$ cat src/rtl/ps2_pkg.sv
// Shared types, byte constants and the optional ASCII lookup for the PS/2 scan-code processor.
// The lookup function exists only when PS2_ASCII_EN is defined.
package ps2_pkg;

  typedef enum logic [2:0] {
    ST_IDLE,
    ST_EXT,
    ST_BRK,
    ST_EXT_BRK,
    ST_SKIP
  } ps2_state_t;

  localparam logic [7:0] CODE_E0 = 8'hE0;
  localparam logic [7:0] CODE_F0 = 8'hF0;
  localparam logic [7:0] CODE_E1 = 8'hE1;
  localparam logic [7:0] CODE_00 = 8'h00;
  localparam logic [7:0] CODE_AA = 8'hAA;
  localparam logic [7:0] CODE_EE = 8'hEE;
  localparam logic [7:0] CODE_FA = 8'hFA;
  localparam logic [7:0] CODE_FE = 8'hFE;
  localparam logic [7:0] CODE_FF = 8'hFF;

  localparam logic [7:0] KEY_LSHIFT = 8'h12;
  localparam logic [7:0] KEY_RSHIFT = 8'h59;
  localparam logic [7:0] KEY_CAPS   = 8'h58;

  // Pause/Break sends E1 followed by seven more bytes that carry no extra information.
  localparam logic [2:0] PAUSE_SKIP_LEN = 3'd7;

  typedef struct packed {
    logic [7:0] key;
    logic       brk;
    logic       ext;
    logic [7:0] ascii;
  } ps2_event_t;

  function automatic logic is_ignored(input logic [7:0] b);
    return (b == CODE_00) || (b == CODE_AA) || (b == CODE_EE) ||
           (b == CODE_FA) || (b == CODE_FE) || (b == CODE_FF);
  endfunction

`ifdef PS2_ASCII_EN
  // Letters resolve to lowercase first; uppercase is derived afterwards from shift XOR caps.
  function automatic logic [7:0] ps2_ascii(input logic [7:0] key, input logic shift,
                                           input logic caps);
    logic [7:0] c;
    c = 8'h00;
    case (key)
      8'h1C: c = 8'h61;
      8'h32: c = 8'h62;
      8'h21: c = 8'h63;
      8'h23: c = 8'h64;
      8'h24: c = 8'h65;
      8'h2B: c = 8'h66;
      8'h34: c = 8'h67;
      8'h33: c = 8'h68;
      8'h43: c = 8'h69;
      8'h3B: c = 8'h6A;
      8'h42: c = 8'h6B;
      8'h4B: c = 8'h6C;
      8'h3A: c = 8'h6D;
      8'h31: c = 8'h6E;
      8'h44: c = 8'h6F;
      8'h4D: c = 8'h70;
      8'h15: c = 8'h71;
      8'h2D: c = 8'h72;
      8'h1B: c = 8'h73;
      8'h2C: c = 8'h74;
      8'h3C: c = 8'h75;
      8'h2A: c = 8'h76;
      8'h1D: c = 8'h77;
      8'h22: c = 8'h78;
      8'h35: c = 8'h79;
      8'h1A: c = 8'h7A;
      8'h45: c = shift ? 8'h29 : 8'h30;
      8'h16: c = shift ? 8'h21 : 8'h31;
      8'h1E: c = shift ? 8'h40 : 8'h32;
      8'h26: c = shift ? 8'h23 : 8'h33;
      8'h25: c = shift ? 8'h24 : 8'h34;
      8'h2E: c = shift ? 8'h25 : 8'h35;
      8'h36: c = shift ? 8'h5E : 8'h36;
      8'h3D: c = shift ? 8'h26 : 8'h37;
      8'h3E: c = shift ? 8'h2A : 8'h38;
      8'h46: c = shift ? 8'h28 : 8'h39;
      8'h29: c = 8'h20;
      8'h5A: c = 8'h0D;
      8'h66: c = 8'h08;
      default: c = 8'h00;
    endcase
    if ((shift ^ caps) && (c >= 8'h61) && (c <= 8'h7A)) c = c - 8'h20;
    return c;
  endfunction
`endif

endpackage

$ cat src/rtl/ps2_event_fifo.sv
// Synchronous FIFO of decoded key events; the caller guarantees push only when room exists
// (or a pop happens on the same edge) and pop only when non-empty.
module ps2_event_fifo
  import ps2_pkg::*;
#(
  parameter int DEPTH = 4
) (
  input  logic       clk,
  input  logic       rst_n,
  input  logic       push,
  input  ps2_event_t din,
  input  logic       pop,
  output ps2_event_t dout,
  output logic       full,
  output logic       empty
);

  localparam int AW = $clog2(DEPTH);
  localparam logic [AW:0] PTR_ONE = 1;

  // Pointers carry one extra wrap bit so full and empty can be told apart.
  logic [AW:0] wr_ptr;
  logic [AW:0] rd_ptr;
  ps2_event_t  mem [DEPTH];

  always_ff @(posedge clk or negedge rst_n) begin
    if (!rst_n) begin
      wr_ptr <= '0;
      rd_ptr <= '0;
      for (int i = 0; i < DEPTH; i++) mem[i] <= '0;
    end else begin
      if (push) begin
        mem[wr_ptr[AW-1:0]] <= din;
        wr_ptr              <= wr_ptr + PTR_ONE;
      end
      if (pop) rd_ptr <= rd_ptr + PTR_ONE;
    end
  end

  assign empty = (wr_ptr == rd_ptr);
  assign full  = (wr_ptr[AW] != rd_ptr[AW]) && (wr_ptr[AW-1:0] == rd_ptr[AW-1:0]);
  assign dout  = mem[rd_ptr[AW-1:0]];

endmodule

$ cat src/rtl/ps2_scancode_processor.sv
// Folds PS/2 set-2 prefix sequences into key events, tracks shift/caps and queues events.
// Define PS2_ASCII_EN to attach a translated character to each press event.
module ps2_scancode_processor
  import ps2_pkg::*;
#(
  parameter int FIFO_DEPTH = 4
) (
  input  logic       clk,
  input  logic       rst_n,
  input  logic       code_valid,
  input  logic [7:0] code_in,
  output logic       ev_valid,
  input  logic       ev_ready,
  output logic [7:0] ev_key,
  output logic       ev_break,
  output logic       ev_ext,
  output logic [7:0] ev_ascii,
  output logic       shift,
  output logic       caps,
  output logic       overflow
);

  ps2_state_t state;
  ps2_state_t next_state;
  logic [2:0] skip_cnt;
  logic [2:0] next_skip;

  logic       emit;
  logic       emit_ext;
  logic       emit_brk;
  logic [7:0] emit_key;
  logic [7:0] emit_ascii;

  logic       lshift_held;
  logic       rshift_held;
  logic       caps_held;
  logic       caps_q;

  logic       fifo_full;
  logic       fifo_empty;
  logic       pop;
  logic       push;
  ps2_event_t new_event;
  ps2_event_t head;

  always_ff @(posedge clk or negedge rst_n) begin
    if (!rst_n) begin
      state    <= ST_IDLE;
      skip_cnt <= '0;
    end else begin
      state    <= next_state;
      skip_cnt <= next_skip;
    end
  end

  // Ignored bytes abort any prefix or skip sequence before the per-state rules apply.
  always_comb begin
    next_state = state;
    next_skip  = skip_cnt;
    emit       = 1'b0;
    emit_ext   = 1'b0;
    emit_brk   = 1'b0;
    emit_key   = code_in;
    if (code_valid) begin
      if (is_ignored(code_in)) begin
        next_state = ST_IDLE;
        next_skip  = '0;
      end else begin
        case (state)
          ST_IDLE: begin
            if (code_in == CODE_E0) next_state = ST_EXT;
            else if (code_in == CODE_F0) next_state = ST_BRK;
            else if (code_in == CODE_E1) begin
              next_state = ST_SKIP;
              next_skip  = PAUSE_SKIP_LEN;
            end else emit = 1'b1;
          end
          ST_EXT: begin
            if (code_in == CODE_F0) next_state = ST_EXT_BRK;
            else if (code_in != CODE_E0) begin
              emit       = 1'b1;
              emit_ext   = 1'b1;
              next_state = ST_IDLE;
            end
          end
          ST_BRK: begin
            if (code_in == CODE_E0) next_state = ST_EXT_BRK;
            else if (code_in != CODE_F0) begin
              emit       = 1'b1;
              emit_brk   = 1'b1;
              next_state = ST_IDLE;
            end
          end
          ST_EXT_BRK: begin
            if ((code_in != CODE_E0) && (code_in != CODE_F0)) begin
              emit       = 1'b1;
              emit_ext   = 1'b1;
              emit_brk   = 1'b1;
              next_state = ST_IDLE;
            end
          end
          ST_SKIP: begin
            next_skip = skip_cnt - 3'd1;
            if (skip_cnt == 3'd1) begin
              emit       = 1'b1;
              emit_key   = CODE_E1;
              next_state = ST_IDLE;
            end
          end
          default: begin
            next_state = ST_IDLE;
            next_skip  = '0;
          end
        endcase
      end
    end
  end

  // caps_held blocks typematic repeats of the caps key from re-toggling the lock.
  always_ff @(posedge clk or negedge rst_n) begin
    if (!rst_n) begin
      lshift_held <= 1'b0;
      rshift_held <= 1'b0;
      caps_held   <= 1'b0;
      caps_q      <= 1'b0;
    end else if (emit && !emit_ext) begin
      if (emit_key == KEY_LSHIFT) lshift_held <= !emit_brk;
      if (emit_key == KEY_RSHIFT) rshift_held <= !emit_brk;
      if (emit_key == KEY_CAPS) begin
        if (emit_brk) caps_held <= 1'b0;
        else begin
          if (!caps_held) caps_q <= !caps_q;
          caps_held <= 1'b1;
        end
      end
    end
  end

  assign shift = lshift_held | rshift_held;
  assign caps  = caps_q;

`ifdef PS2_ASCII_EN
  assign emit_ascii = (emit_brk || emit_ext) ? 8'h00 : ps2_ascii(emit_key, shift, caps);
`else
  assign emit_ascii = 8'h00;
`endif

  assign new_event = '{key: emit_key, brk: emit_brk, ext: emit_ext, ascii: emit_ascii};
  assign pop       = !fifo_empty && ev_ready;
  assign push      = emit && (!fifo_full || pop);

  always_ff @(posedge clk or negedge rst_n) begin
    if (!rst_n) overflow <= 1'b0;
    else if (emit && !push) overflow <= 1'b1;
  end

  ps2_event_fifo #(
    .DEPTH(FIFO_DEPTH)
  ) u_fifo (
    .clk  (clk),
    .rst_n(rst_n),
    .push (push),
    .din  (new_event),
    .pop  (pop),
    .dout (head),
    .full (fifo_full),
    .empty(fifo_empty)
  );

  assign ev_valid = !fifo_empty;
  assign ev_key   = head.key;
  assign ev_break = head.brk;
  assign ev_ext   = head.ext;
  assign ev_ascii = head.ascii;

endmodule

$ cat config.mk
export PLATFORM = sky130hd
export DESIGN_NAME = ps2_scancode_processor
export DESIGN_NICKNAME = d
export VERILOG_FILES = /design/src/rtl/ps2_pkg.sv /design/src/rtl/ps2_event_fifo.sv /design/src/rtl/ps2_scancode_processor.sv
export SDC_FILE = /design/constraint.sdc
export NUM_CORES = 1
export LEC_CHECK = 0
export ABC_AREA = 1
export BUFFER_PORTS_ARGS = -buffer_cell sky130_fd_sc_hd__buf_2
export CORE_UTILIZATION = 29
export CTS_BUF_LIST = sky130_fd_sc_hd__clkbuf_4 sky130_fd_sc_hd__clkbuf_8
export DETAILED_ROUTE_END_ITERATION = 7
export PLACE_DENSITY = 0.48
export RECOVER_POWER = 25
export SLEW_MARGIN = 20
export SYNTH_ARGS = -nofsm -noshare
export SYNTH_HDL_FRONTEND = slang
export SYNTH_SLANG_ARGS = --single-unit
$ cat constraint.sdc
create_clock -name clk -period 2.44 [get_ports clk]
set_clock_uncertainty 0.2 [all_clocks]
set_input_delay 0.488 -clock clk [delete_from_list [all_inputs] [get_ports clk]]
set_output_delay 0.488 -clock clk [all_outputs]
set_load 0.01 [all_outputs]
# ---- After elaboration in Yosys (flattened, before gate mapping)
# Cells that the tools add are included.
dict set report word_totals {
  out_inout_bits 22
  latchBits 0
  in_bits 12
  ramBits 0
  romBits 0
  n_memories 0
  register_bits 89
  wordCells 139
}
dict set report op_classes {
  order_cmp 3
  multipliers 0
  shifts 0
  muxes 45
  n_eq_ne 30
  n_div 0
  n_reduce_logical 28
  bitwise_logic 5
  n_addsub 3
}
# cell n
set ops {}
lappend ops {{bitwise mux 72 bit} 1}
lappend ops {{equality test 8 bit, second input constant} 8}
lappend ops {{two-way mux 18 bit} 3}
lappend ops {{two-way mux 3 bit} 14}
lappend ops {{binary-select mux 18 bit (select 2 bit)} 1}
lappend ops {{demux 18 bit (select 2 bit)} 1}
lappend ops {{two-way mux 8 bit} 4}
lappend ops {{equality test 8 x 7 -> 1 bit, second input constant} 2}
lappend ops {{two-way mux 1 bit} 16}
lappend ops {{!= test 8 bit, second input constant} 2}
lappend ops {{!= test 3 bit, second input constant} 5}
lappend ops {{case mux 3 bit (5 select lines)} 1}
lappend ops {{case mux 3 bit (3 select lines)} 1}
lappend ops {{equality test 8 x 5 -> 1 bit, second input constant} 1}
lappend ops {{zero test 8 bit} 1}
lappend ops {{!= test 4 bit, second input constant} 2}
lappend ops {{logical AND 1 bit} 7}
lappend ops {{adder 3 x 1 -> 3 bit, second input constant} 2}
lappend ops {{equality test 3 x 1 -> 1 bit, second input constant} 2}
lappend ops {{equality test 3 x 2 -> 1 bit, second input constant} 2}
lappend ops {{greater-or-equal comparator 3 bit, second input constant} 2}
lappend ops {{zero test 1 bit} 6}
lappend ops {{logical OR 1 bit} 6}
lappend ops {{NOT 2 -> 3 bit} 2}
lappend ops {{other kinds (18)} 22}

# ---- Longest topological paths before layout
# Gate-level depths: netlist (run 1).
dict set report depth {
  ltp_word 11
  mapped_depth 14
  mapped_depth_nobuf 14
}

# ---- Modules after synthesis
# From an unflattened synthesis (run 1), not the netlist that was laid out.
dict set report unflattened {
  hier_cells 641
  area_unflattened_um2 5151.2
}
# mod cells_each instances area_per_inst_um2 seq_area_each_um2
set modules_own_cells {}
lappend modules_own_cells {ps2_event_fifo 439 1 3971.3 1951.9}
lappend modules_own_cells {ps2_scancode_processor 202 1 1179.9 275.3}

# ---- Least setup slack after synthesis (run 1)
# OpenSTA, ideal clock, no wires.
dict set report synth_path {
  kind {input to register}
  from {in code_in[6]}
  to {reg u_fifo.mem[11] (netlist name)}
  arrival_ns 1.584
  setup_slack_ns 0.540
  setup_time_ns 0.116
  path_buffers 1
  t_required_ns 2.124
  stages 13
  cell_sequence {nand2_1 -> inv_1 -> nand2_1 -> nor2_1 -> nor2_2 -> nand3_1 -> nor2_4 -> nand2_4 -> inv_6 -> nand2_4 -> buf_6 -> nand2_1 -> nand2_1}
}
dict set report synth_via {
  elab_chain_cells 9
  elab_cells_between_ends 32
  classes_between {10 x eq/ne; 14 x mux; 8 x reduce/logical}
}
# element line_no
set synth_lines {}
lappend synth_lines {{start: declaration} ps2_scancode_processor.sv:11} ;# input logic [7:0] code_in,
lappend synth_lines {{branches (longest 9 deep; another with equality test 8 bit)} --}
lappend synth_lines {{end signal: indexed assignment} ps2_event_fifo.sv:33} ;# mem[wr_ptr[AW-1:0]] <= din;
lappend synth_lines {{end: declaration} ps2_event_fifo.sv:24} ;# ps2_event_t mem [DEPTH];
# Several ways; the timed one is not identified.
# A chain may end at the register's enable or synchronous reset.

# ---- Worst setup path in the final report (run 1)
dict set report layout_path {
  from {reg u_fifo.rd_ptr[0]}
  to {out ev_key[2]}
}
dict set report layout_via {
  elab_chain_cells 4
}
# element line_no
set layout_lines {}
lappend layout_lines {{start: declaration} ps2_event_fifo.sv:23} ;# logic [AW:0] rd_ptr;
lappend layout_lines {{start signal: assignment} ps2_event_fifo.sv:36} ;# if (pop) rd_ptr <= rd_ptr + PTR_ONE;
lappend layout_lines {{NOT 2 -> 3 bit (not written as such)} ps2_event_fifo.sv:42} ;# assign dout = mem[rd_ptr[AW-1:0]];
lappend layout_lines {{binary-select mux 18 bit (select 2 bit)} ps2_event_fifo.sv:42}
lappend layout_lines {{two-way mux 18 bit (not written as such) (2 in a row)} ps2_event_fifo.sv:42}
lappend layout_lines {{end: declaration} ps2_scancode_processor.sv:14} ;# output logic [7:0] ev_key,
# Every way passes these cells. The select of a mux whose other input is x is not followed.

==> reports/metrics.json, run 1 <==
{
  "run_status": {
    "status": "complete, no violations"
  },
  "logic_synthesis": {
    "avgSynthCellArea_um2": 7.66,
    "synth_xor_xnor_area_share_pct": 1.64,
    "post_synth_inst_count": 418,
    "yosys.cell_types.count": 31,
    "main_combinational_cell_family_by_area_after_synthesis": "simple AND/OR/NAND/NOR gates",
    "synth.area.mux_share_pct": 0,
    "synth_fa_ha_area_share_pct": 2.74,
    "synth.yosys.seq_area_share_pct": 44.6,
    "yosys.area_share.simple_pct": 27.5,
    "synth_seq_cells": 57,
    "synthesized_area_fraction_occupied_by_ao_oa_aoi_and_oai_cells_pct": 14.7,
    "mappedNetlistArea_um2": 3200,
    "synthesis.yosys.warnings": 0
  },
  "min_path": {
    "min-delay-path-class": "in2reg"
  },
  "routing": {
    "post_drt_via_cell_ratio": 4.55,
    "routedWlPerCell_um": 12.9,
    "antenna_left": 0,
    "met2_wire_length_mm": 3.52,
    "via_count": 2719,
    "met3WireLength_um": 338,
    "highest_layer": "met4",
    "postRouteWirelength_mm": 7.68,
    "drt-met1-wl_mm": 3.75,
    "post-route-drc-count": 0,
    "drtPass1Iterations": 4,
    "drt_first_iter_violations": 115
  },
  "power_and_ir_drop": {
    "power_density_nw_per_um2": 1150,
    "power.ir.vdd_worst_uv": 434,
    "finalPower_mw": 4.28,
    "p_leak_nw": 1.89
  },
  "finish": {
    "flow.area_growth_from_synthesis_pct": 16.5,
    "number_of_fill_cells_in_the_layout": 1101,
    "antenna_cells": 0,
    "finish.net_count": 475,
    "drive_above_1_share_pct": 18.4,
    "finish.utilization_pct": 35.5
  },
  "placement": {
    "numPortBuffers": 25,
    "place.gp.congestion": 0.897,
    "preCtsSetupSlack_ps": 169,
    "dp_hpwl_mm": 5.54
  },
  "worst_setup_path": {
    "endpoint_kind": "output port",
    "data_arrival_critical_path_ps": 1580,
    "timing.setup.critical_path_class": "reg2out",
    "critPathRequiredTime_ps": 1750,
    "cp_max_fo": 8,
    "timing.critical_path.from_type": "flip-flop"
  },
  "sta": {
    "tightestPinTransition_ps": 1300,
    "timing.max_slew.rel_slack_pct": 13.0,
    "slew_violations": 0,
    "hold_viol_final": 0,
    "total_neg_setup_slack_ps": 0,
    "finalCritPeriodShare_pct": 93.1,
    "setup_violations": 0,
    "rsz0062_at_grt": "false",
    "final.hold.worst_slack_ps": 263,
    "finalWorstSetupSlack_ps": 169,
    "achievable-frequency_mhz": 440,
    "timing.final.crit_period_ps": 2270
  },
  "floorplanning": {
    "core_area_um2": 10500,
    "die_area_um2": 11500,
    "die_w_um": 107,
    "boundaryPins": 34,
    "die_height_um": 107,
    "initial_utilization_pct": 30.5,
    "rows": 37
  },
  "clock_tree": {
    "cts_made_buffers": 9,
    "tritoncts": "built",
    "root_buffer": "clkbuf_8",
    "cts.reportedPaths.clkPinSlew_ps": 70,
    "clock_latency_ps": 330,
    "depth_of_the_cts_h_tree": 3,
    "max-clock-path-buffers": 2,
    "clock_sinks": 57,
    "post-cts-setup-buffer-count": 0
  },
  "global_route": {
    "antenna_violations_before_repair": 0,
    "grt_first_pass_wirelength_mm": 13.0,
    "grt_util_all_layers_pct": 14.7,
    "grt_pass1_vias": 2639,
    "gr-total-overflow": 0,
    "pin_count_of_the_biggest_net_entering_global_routing": 58
  },
  "run": {
    "maxCapViolations": 0
  }
}
[timing repair]
action / in CTS / in global routing
endpoints found under the hold margin: 57 / 0
hold buffers: 1 / 0
endpoints found under the setup margin: 0 / 1
gates resized for setup: 0 / 1
[layer usage]
metal / vias to the layer above / track usage, %
met1: 1247 / 19.7
met2: 61 / 23.3
met3: 8 / 4.01
met5: - / 0
li1: 1403 / -
met4: 0 / 3.52
[report_power, final]
part	internal, mW	leakage [nW]	switching [mW]	total [mW]
Sequential	1.28	0.721	0.235	1.52
Clock	0.574	0.106	0.406	0.980
Combinational	0.713	1.07	1.07	1.79
Total	2.57	1.89	1.72	4.28
[through the flow]
stage / std cells / area, µm²
detailed placement: 580 / 3510
global placement: 580 / 3510
global route: 597 / 3730
finish: 597 / 3730
CTS: 597 / 3740
floorplan: 425 / 3230
[worst paths after layout]
kind / startpoint / endpoint / slack, ps / cells after the start
worst min-delay path: ev_ready / u_fifo.rd_ptr[2]$_DFFE_PN0P_ / 260 / 3
worst max register to register: state[1]$_DFFE_PN0P_ / u_fifo.mem[33]$_DFFE_PN0P_ / 310 / 13
max in group asynchronous: rst_n / u_fifo.mem[65]$_DFFE_PN0P_ / 380 / 3
worst min register to register: rshift_held$_DFFE_PN0P_ / rshift_held$_DFFE_PN0P_ / 290 / 2
min in group asynchronous: rst_n / u_fifo.rd_ptr[2]$_DFFE_PN0P_ / 880 / 3
worst max-delay path: u_fifo.rd_ptr[0]$_DFFE_PN0P_ / ev_key[2] / 170 / 5
[flip-flops by register name (all words and copies together) (netlist names), 3 cells and up]
name,flops
state,3
skip_cnt,3
u_fifo.rd_ptr,3
u_fifo.wr_ptr,3
u_fifo.mem,40
[layout by cell type, fill, tap and decap left out, types with 6 or more instances in the layout]
cell type,count
nor2_1,59
a21oi_1,7
o22ai_1,10
o21ai_1,24
nand3_1,13
clkbuf_8,9
conb_1,8
buf_2,26
nand2_1,111
nand2_2,6
inv_1,34
o21ai_2,6
ha_1,7
dfrtp_1,57
o21ai_0,33
buf_4,11
[synthesized netlist by cell type]
master	number	area [µm²]
nand2_1	111	417
nor2_1	59	221
dfrtp_1	57	1430
inv_1	34	128
o21ai_0	33	165
o21ai_1	24	120
nand3_1	13	65.1
o22ai_1	10	62.6
a21oi_1	8	40.0
buf_4	8	60.1
ha_1	7	87.6
clkbuf_1	6	22.5
nand2_2	6	37.5
o21ai_2	6	52.6
nand2_4	5	56.3
buf_6	4	45.0
nor2_2	4	25.0
inv_2	3	11.3
nand4_1	3	18.8
xnor2_1	3	26.3
xor2_1	3	26.3
nor2_4	2	22.5
a21o_1	1	7.51
a31o_2	1	8.76
a31oi_1	1	6.26
buf_2	1	5.00
conb_1	1	3.75
inv_6	1	8.76
nand3_2	1	10.0
o211ai_1	1	7.51
or2_2	1	6.26
[kinds of logic after synthesis]
logic type,Yosys count
other,1
AO/OA/AOI/OAI,85
buffers and inverters,57
flip-flops,57
AND/OR/NAND/NOR,205
adder cells (fa/ha/maj),7
XOR/XNOR,6
[cell type report]
cell class              instances  area (µm²)  share of cell area (%)
inverters                      38         148                    3.96
well taps                     136         170                    4.56
repair buffers                 39         243                    6.51
multi-input cells             311        1520                    40.9
clock inverters                 7        93.8                    2.52
clock buffers                   9         124                    3.32
flip-flops and latches         57        1430                    38.3
[critical path: stages (launching register included)]
cell and delay (ps):
dfrtp_1 420, inv_1 220, buf_4 200, nor2_1 50
o22ai_1 200, buf_2 170
(Power assumes the default switching activity.)
==> run 2, diff against run 1 <==
ABC_CLOCK_PERIOD_IN_PS = 2440   (was default)
PLACE_DENSITY = 0.45   (was 0.48)
==> run 2 against run 1 <==
Register-to-register slack about the same. Design area down 0.44%. Global-route usage is 0.55 points higher. Power rose by 0.41%. Via count up 1.7%. Combinational power about the same. Cell count unchanged. Flip-flop and latch count is the same. Setup slack lost 32 ps.
==> reports/metrics.json, run 2 (same netlist as run 1, synthesis figures left out) <==
{
  "clock_tree": {
    "root_buffer": "clkbuf_8",
    "max-clock-path-buffers": 2,
    "clock_sinks": 57,
    "tritoncts": "built",
    "depth_of_the_cts_h_tree": 3,
    "cts.reportedPaths.clkPinSlew_ps": 70,
    "cts_made_buffers": 9,
    "clock_latency_ps": 340
  },
  "global_route": {
    "grt_pass1_vias": 2628,
    "grt_first_pass_wirelength_mm": 13.3,
    "pin_count_of_the_biggest_net_entering_global_routing": 27,
    "gr-total-overflow": 0,
    "antenna_violations_before_repair": 0,
    "grt_util_all_layers_pct": 15.2
  },
  "min_path": {
    "holdCritStartpoint": "ev_ready",
    "holdPathEnd": "u_fifo.rd_ptr[2]$_DFFE_PN0P_",
    "min_delay_path_depth": 3,
    "min-delay-path-class": "in2reg"
  },
  "floorplanning": {
    "core_area_um2": 10500,
    "rows": 37,
    "die_area_um2": 11500,
    "die_w_um": 107,
    "boundaryPins": 34,
    "initial_utilization_pct": 30.5,
    "die_height_um": 107
  },
  "sta": {
    "achievable-frequency_mhz": 434,
    "slew_violations": 0,
    "finalWorstSetupSlack_ps": 137,
    "finalCritPeriodShare_pct": 94.4,
    "rsz0062_at_grt": "false",
    "timing.final.crit_period_ps": 2300,
    "timing.max_slew.rel_slack_pct": 46.3,
    "tightestPinTransition_ps": 805,
    "hold_viol_final": 0,
    "setup_violations": 0,
    "total_neg_setup_slack_ps": 0
  },
  "power_and_ir_drop": {
    "power_density_nw_per_um2": 1160,
    "power_frac_clock_pct": 23.5,
    "netSwitchingFraction_pct": 40.4,
    "internal-power_mw": 2.56,
    "p_leak_nw": 1.88,
    "power_switching_mw": 1.74,
    "power.sequential.fraction_pct": 35.0,
    "finalPower_mw": 4.30,
    "share_comb_of_total_power_pct": 41.5,
    "power.ir.vdd_worst_uv": 351
  },
  "worst_setup_path": {
    "cp_max_fo": 5,
    "data_arrival_critical_path_ps": 1620,
    "worst_r2r_endpoint": "u_fifo.mem[13]$_DFFE_PN0P_",
    "critical_path.reg2reg.startpoint": "state[1]$_DFFE_PN0P_",
    "timing.critical_path.from_type": "flip-flop",
    "timing.setup.critical_path_class": "reg2out",
    "reg2reg_setup_slack_ps": 310,
    "endpoint_kind": "output port",
    "critPathRequiredTime_ps": 1750,
    "worst_r2r_path_depth": 13
  },
  "finish": {
    "finish.net_count": 475,
    "largest_reg_flops": 40,
    "fin_cells": 597,
    "drive_above_1_share_pct": 18.2,
    "most_flop_heavy_register": "u_fifo.mem",
    "antenna_cells": 0,
    "commonest_cells_after_routing_fill_and_taps_aside": "nand2_1, nor2_1, dfrtp_1",
    "finish.utilization_pct": 35.3,
    "mostFrequentLayoutCell": "nand2_1",
    "flow.area_growth_from_synthesis_pct": 16.0
  },
  "run_status": {
    "status": "complete, no violations"
  },
  "routing": {
    "via_count": 2766,
    "post-route-drc-count": 0,
    "drt_first_iter_violations": 150,
    "post_drt_via_cell_ratio": 4.63,
    "routedWlPerCell_um": 13.3,
    "antenna_left": 0,
    "postRouteWirelength_mm": 7.92,
    "drtPass1Iterations": 4
  },
  "placement": {
    "dp_hpwl_mm": 5.65,
    "preCtsSetupSlack_ps": 157,
    "numPortBuffers": 25,
    "dpl.cell_count": 576,
    "place.gp.congestion": 0.833
  },
  "run": {
    "maxCapViolations": 0
  }
}
run 2: cell count changes in the layout (fill, tap and decap cells not counted):
cell / previous run / this run
a21oi_1: 7 / 8
a21oi_2: 1 / 0
buf_12: 1 / 0
buf_2: 26 / 24
clkbuf_1: 0 / 1
clkbuf_2: 0 / 2
clkinvlp_4: 2 / 3
inv_1: 34 / 33
run 2: how the worst max path moves through the flow:
stage                     cells after the start                         start                          to  slack, ps
after global routing                          5  u_fifo.rd_ptr[0]$_DFFE_PN0P_                   ev_key[4]         30
final                                         5  u_fifo.rd_ptr[0]$_DFFE_PN0P_                      ev_ext        140
after global placement                       14                    code_in[6]  u_fifo.mem[29]$_DFFE_PN0P_        200
after floorplan                              13                    code_in[6]  u_fifo.mem[11]$_DFFE_PN0P_        540
after detailed placement                     14                    code_in[6]  u_fifo.mem[13]$_DFFE_PN0P_        160
after CTS                                     5  u_fifo.rd_ptr[0]$_DFFE_PN0P_                   ev_key[2]         40
run 2: area by class of cell:
type	count	area, µm²
clock buffers	9	124
clock inverters	7	93.8
fillers	1160	6800
inverters	38	151
multi-input cells	311	1520
flip-flops and latches	57	1430
well taps	136	170
repair buffers	39	226
run 2: routing by layer:
metal	wire length, µm	global-route usage, %	up-vias
li1	-	-	1403
met1	3860	20.7	1286
met2	3630	23.9	68
met3	339	2.49	9
met4	92	6.16	0
met5	0	0	-
run 2: critical path, cell delays in order, from the launching register on:
cell and delay, ps:
dfrtp_1 430, clkinvlp_4 180, buf_4 180, o21ai_0 210
o22ai_1 120, buf_2 150
run 2: metrics by stage:
stage / cell area (µm²) / hold WS, ps
floorplan: 3230 / -7.59
global placement: 3460 / 220
detailed placement: 3460 / 214
CTS: 3680 / 248
global route: 3710 / 272
finish: 3710 / 261
run 2: power groups by stage:
stage | clock [mW] | combinational [mW] | sequential (mW)
after floorplan | 0 | 1.30 | 1.45
after global placement | 0 | 1.75 | 1.52
after detailed placement | 0 | 1.74 | 1.52
after CTS | 1.04 | 1.75 | 1.50
after global routing | 1.08 | 2.04 | 1.56
final | 1.01 | 1.78 | 1.51
run 2: what timing repair did:
action,CTS,global route
endpoints found under the setup margin,0,5
resized for setup,0,1
setup buffers,0,4
hold buffers,1,0
hold endpoints to repair,11,0
==> run 3, diff against run 2 <==
CELL_PAD_IN_SITES_DETAIL_PLACEMENT = 1   (was default)
CELL_PAD_IN_SITES_GLOBAL_PLACEMENT = 1   (was default)
PLACE_DENSITY = 0.57   (was 0.45)
==> run 3 against run 2 <==
Global-route usage increased by 1.7 points. Flip-flop and latch count is the same. Critical path type unchanged. Combinational power barely moved. Highest routed layer unchanged. Register-to-register slack got worse by 20 ps. Count of clock-buffer cells in the layout grew 1. Power down 1.9%. Non-clock buffer count decreased by 2. Largest power group unchanged.
==> reports/metrics.json, run 3 (same netlist as run 1, synthesis figures left out) <==
{
  "routing": {
    "via_count": 2754,
    "postRouteWirelength_mm": 8.63,
    "post_drt_via_cell_ratio": 4.63,
    "drtPass1Iterations": 4,
    "routedWlPerCell_um": 14.5,
    "drt_first_iter_violations": 102,
    "post-route-drc-count": 0,
    "antenna_left": 0
  },
  "finish": {
    "drive_above_1_share_pct": 18.3,
    "finish.utilization_pct": 35.0,
    "flow.area_growth_from_synthesis_pct": 14.9,
    "most_flop_heavy_register": "u_fifo.mem",
    "antenna_cells": 0,
    "largest_reg_flops": 40,
    "fin_cells": 595,
    "number_of_fill_cells_in_the_layout": 1291,
    "finish.net_count": 473,
    "commonest_cells_after_routing_fill_and_taps_aside": "nand2_1, nor2_1, dfrtp_1",
    "mostFrequentLayoutCell": "nand2_1"
  },
  "sta": {
    "slew_violations": 0,
    "hold_viol_final": 0,
    "setup_violations": 0,
    "timing.final.crit_period_ps": 2300,
    "tightestPinTransition_ps": 816,
    "timing.max_slew.rel_slack_pct": 45.6,
    "rsz0062_at_grt": "false",
    "achievable-frequency_mhz": 435,
    "final.hold.worst_slack_ps": 261,
    "finalCritPeriodShare_pct": 94.2,
    "total_neg_setup_slack_ps": 0
  },
  "floorplanning": {
    "die_height_um": 107,
    "die_area_um2": 11500,
    "core_area_um2": 10500,
    "boundaryPins": 34,
    "rows": 37,
    "die_w_um": 107,
    "initial_utilization_pct": 30.5
  },
  "worst_setup_path": {
    "data_arrival_critical_path_ps": 1610,
    "critical-path-top-delay-family": "buffers and inverters",
    "critPathSlowestCell": "dfrtp_2",
    "timing.critical_path.from_type": "flip-flop",
    "critical_path.max_stage_delay_ps": 450,
    "worst_r2r_endpoint": "u_fifo.mem[12]$_DFFE_PN0P_",
    "reg2reg_setup_slack_ps": 290,
    "critical_path.reg2reg.startpoint": "state[2]$_DFFE_PN0P_",
    "crit_top_cell": "buf_4",
    "path_cells": "buf_4, inv_2, buf_4, o21ai_0, o22ai_1, buf_2",
    "cp.buffers_inverters": 4,
    "cp_max_fo": 8,
    "worst_r2r_path_depth": 13,
    "endpoint_kind": "output port",
    "timing.setup.critical_path_class": "reg2out",
    "critPathRequiredTime_ps": 1750
  },
  "power_and_ir_drop": {
    "power.sequential.fraction_pct": 36.2,
    "netSwitchingFraction_pct": 41.6,
    "p_leak_nw": 1.88,
    "power_switching_mw": 1.75,
    "finalPower_mw": 4.22,
    "power.ir.vdd_worst_uv": 456,
    "power_frac_clock_pct": 20.9,
    "share_comb_of_total_power_pct": 42.8,
    "power_density_nw_per_um2": 1150,
    "internal-power_mw": 2.46
  },
  "global_route": {
    "global_route.usage.met2_pct": 26.4,
    "pin_count_of_the_biggest_net_entering_global_routing": 58,
    "grt_first_pass_wirelength_mm": 14.8,
    "grt_util_met3_pct": 3.47,
    "grtUsageMet1_pct": 23.0,
    "antenna_violations_before_repair": 0,
    "grt_pass1_vias": 2898,
    "grt_util_all_layers_pct": 16.9,
    "gr-total-overflow": 0,
    "grt_busiest_layer": "met2"
  },
  "min_path": {
    "min_delay_path_depth": 3,
    "min-delay-path-class": "in2reg",
    "holdCritStartpoint": "ev_ready",
    "holdPathEnd": "u_fifo.rd_ptr[2]$_DFFE_PN0P_"
  },
  "placement": {
    "numPortBuffers": 25,
    "dpl.cell_count": 577,
    "place.gp.congestion": 0.856,
    "dp_hpwl_mm": 6.18
  },
  "clock_tree": {
    "cts.reportedPaths.clkPinSlew_ps": 60,
    "clock_sinks": 57,
    "cts_made_buffers": 9,
    "max-clock-path-buffers": 2,
    "clock_latency_ps": 340,
    "root_buffer": "clkbuf_8",
    "depth_of_the_cts_h_tree": 3,
    "tritoncts": "built"
  },
  "run_status": {
    "status": "complete, no violations"
  },
  "run": {
    "maxCapViolations": 0
  }
}
run 3: cell count changes in the layout (fill, tap and decap cells not counted), moves of 2 or more:
cell	change
buf_4	-2
clkbuf_4	+2
clkinv_2	+2
clkbuf_2	-2
clkinvlp_4	-3
run 3: metrics by stage:
step	setup WS [ps]	cell area, µm²
2_1_floorplan	540	3230
5_1_grt	27.7	3680
3_5_place_dp	137	3480
6_report	141	3680
4_1_cts	38.5	3680
3_3_place_gp	151	3480
run 3: layer usage:
metal	vias up	part of all wire, %	wire length (µm)
met2	39	44	3830
li1	1395	-	-
met5	-	0	0
met4	0	1.6	142
met1	1308	52	4450
met3	12	2.4	206
run 3: cell type report:
class / count / area [µm²] / share of cell area (%)
Clock buffer: 10 / 131 / 3.57
Tap cell: 136 / 170 / 4.63
Clock inverter: 6 / 58.8 / 1.60
Multi-Input combinational cell: 311 / 1520 / 41.3
Timing Repair Buffer: 37 / 221 / 6.02
Inverter: 38 / 148 / 4.01
Sequential cell: 57 / 1430 / 38.8
run 3: worst max path at each step:
stage,cells after the start,slack (ps),to,startpoint
floorplan,13,540,u_fifo.mem[11]$_DFFE_PN0P_,code_in[6]
global placement,15,150,u_fifo.mem[13]$_DFFE_PN0P_,code_in[1]
detailed placement,14,140,u_fifo.mem[12]$_DFFE_PN0P_,code_in[6]
CTS,6,40,ev_ext,u_fifo.rd_ptr[0]$_DFFE_PN0P_
global route,6,30,ev_ext,u_fifo.rd_ptr[0]$_DFFE_PN0P_
finish,6,140,ev_key[4],u_fifo.rd_ptr[0]$_DFFE_PN0P_
run 3: worst min-delay path: cells and delay by family:
family	cells	cell delay, ps
buffers and inverters	1	110
XOR/XNOR	1	60
AND/OR/NAND/NOR	1	90
run 3: power by group through the flow:
stage               Sequential [mW]  Clock (mW)  Combinational, mW
floorplan                      1.45           0               1.30
global placement               1.53           0               1.79
detailed placement             1.55           0               1.81
CTS                            1.53       0.901               1.83
global route                   1.58       0.957               2.08
finish                         1.53       0.884               1.81
run 3: repair_timing:
item	in CTS	in global routing
endpoints found under the hold margin	57	0
hold buffers	1	0
resized for setup	0	3
buffers inserted	0	1
endpoints found under the setup margin	0	8
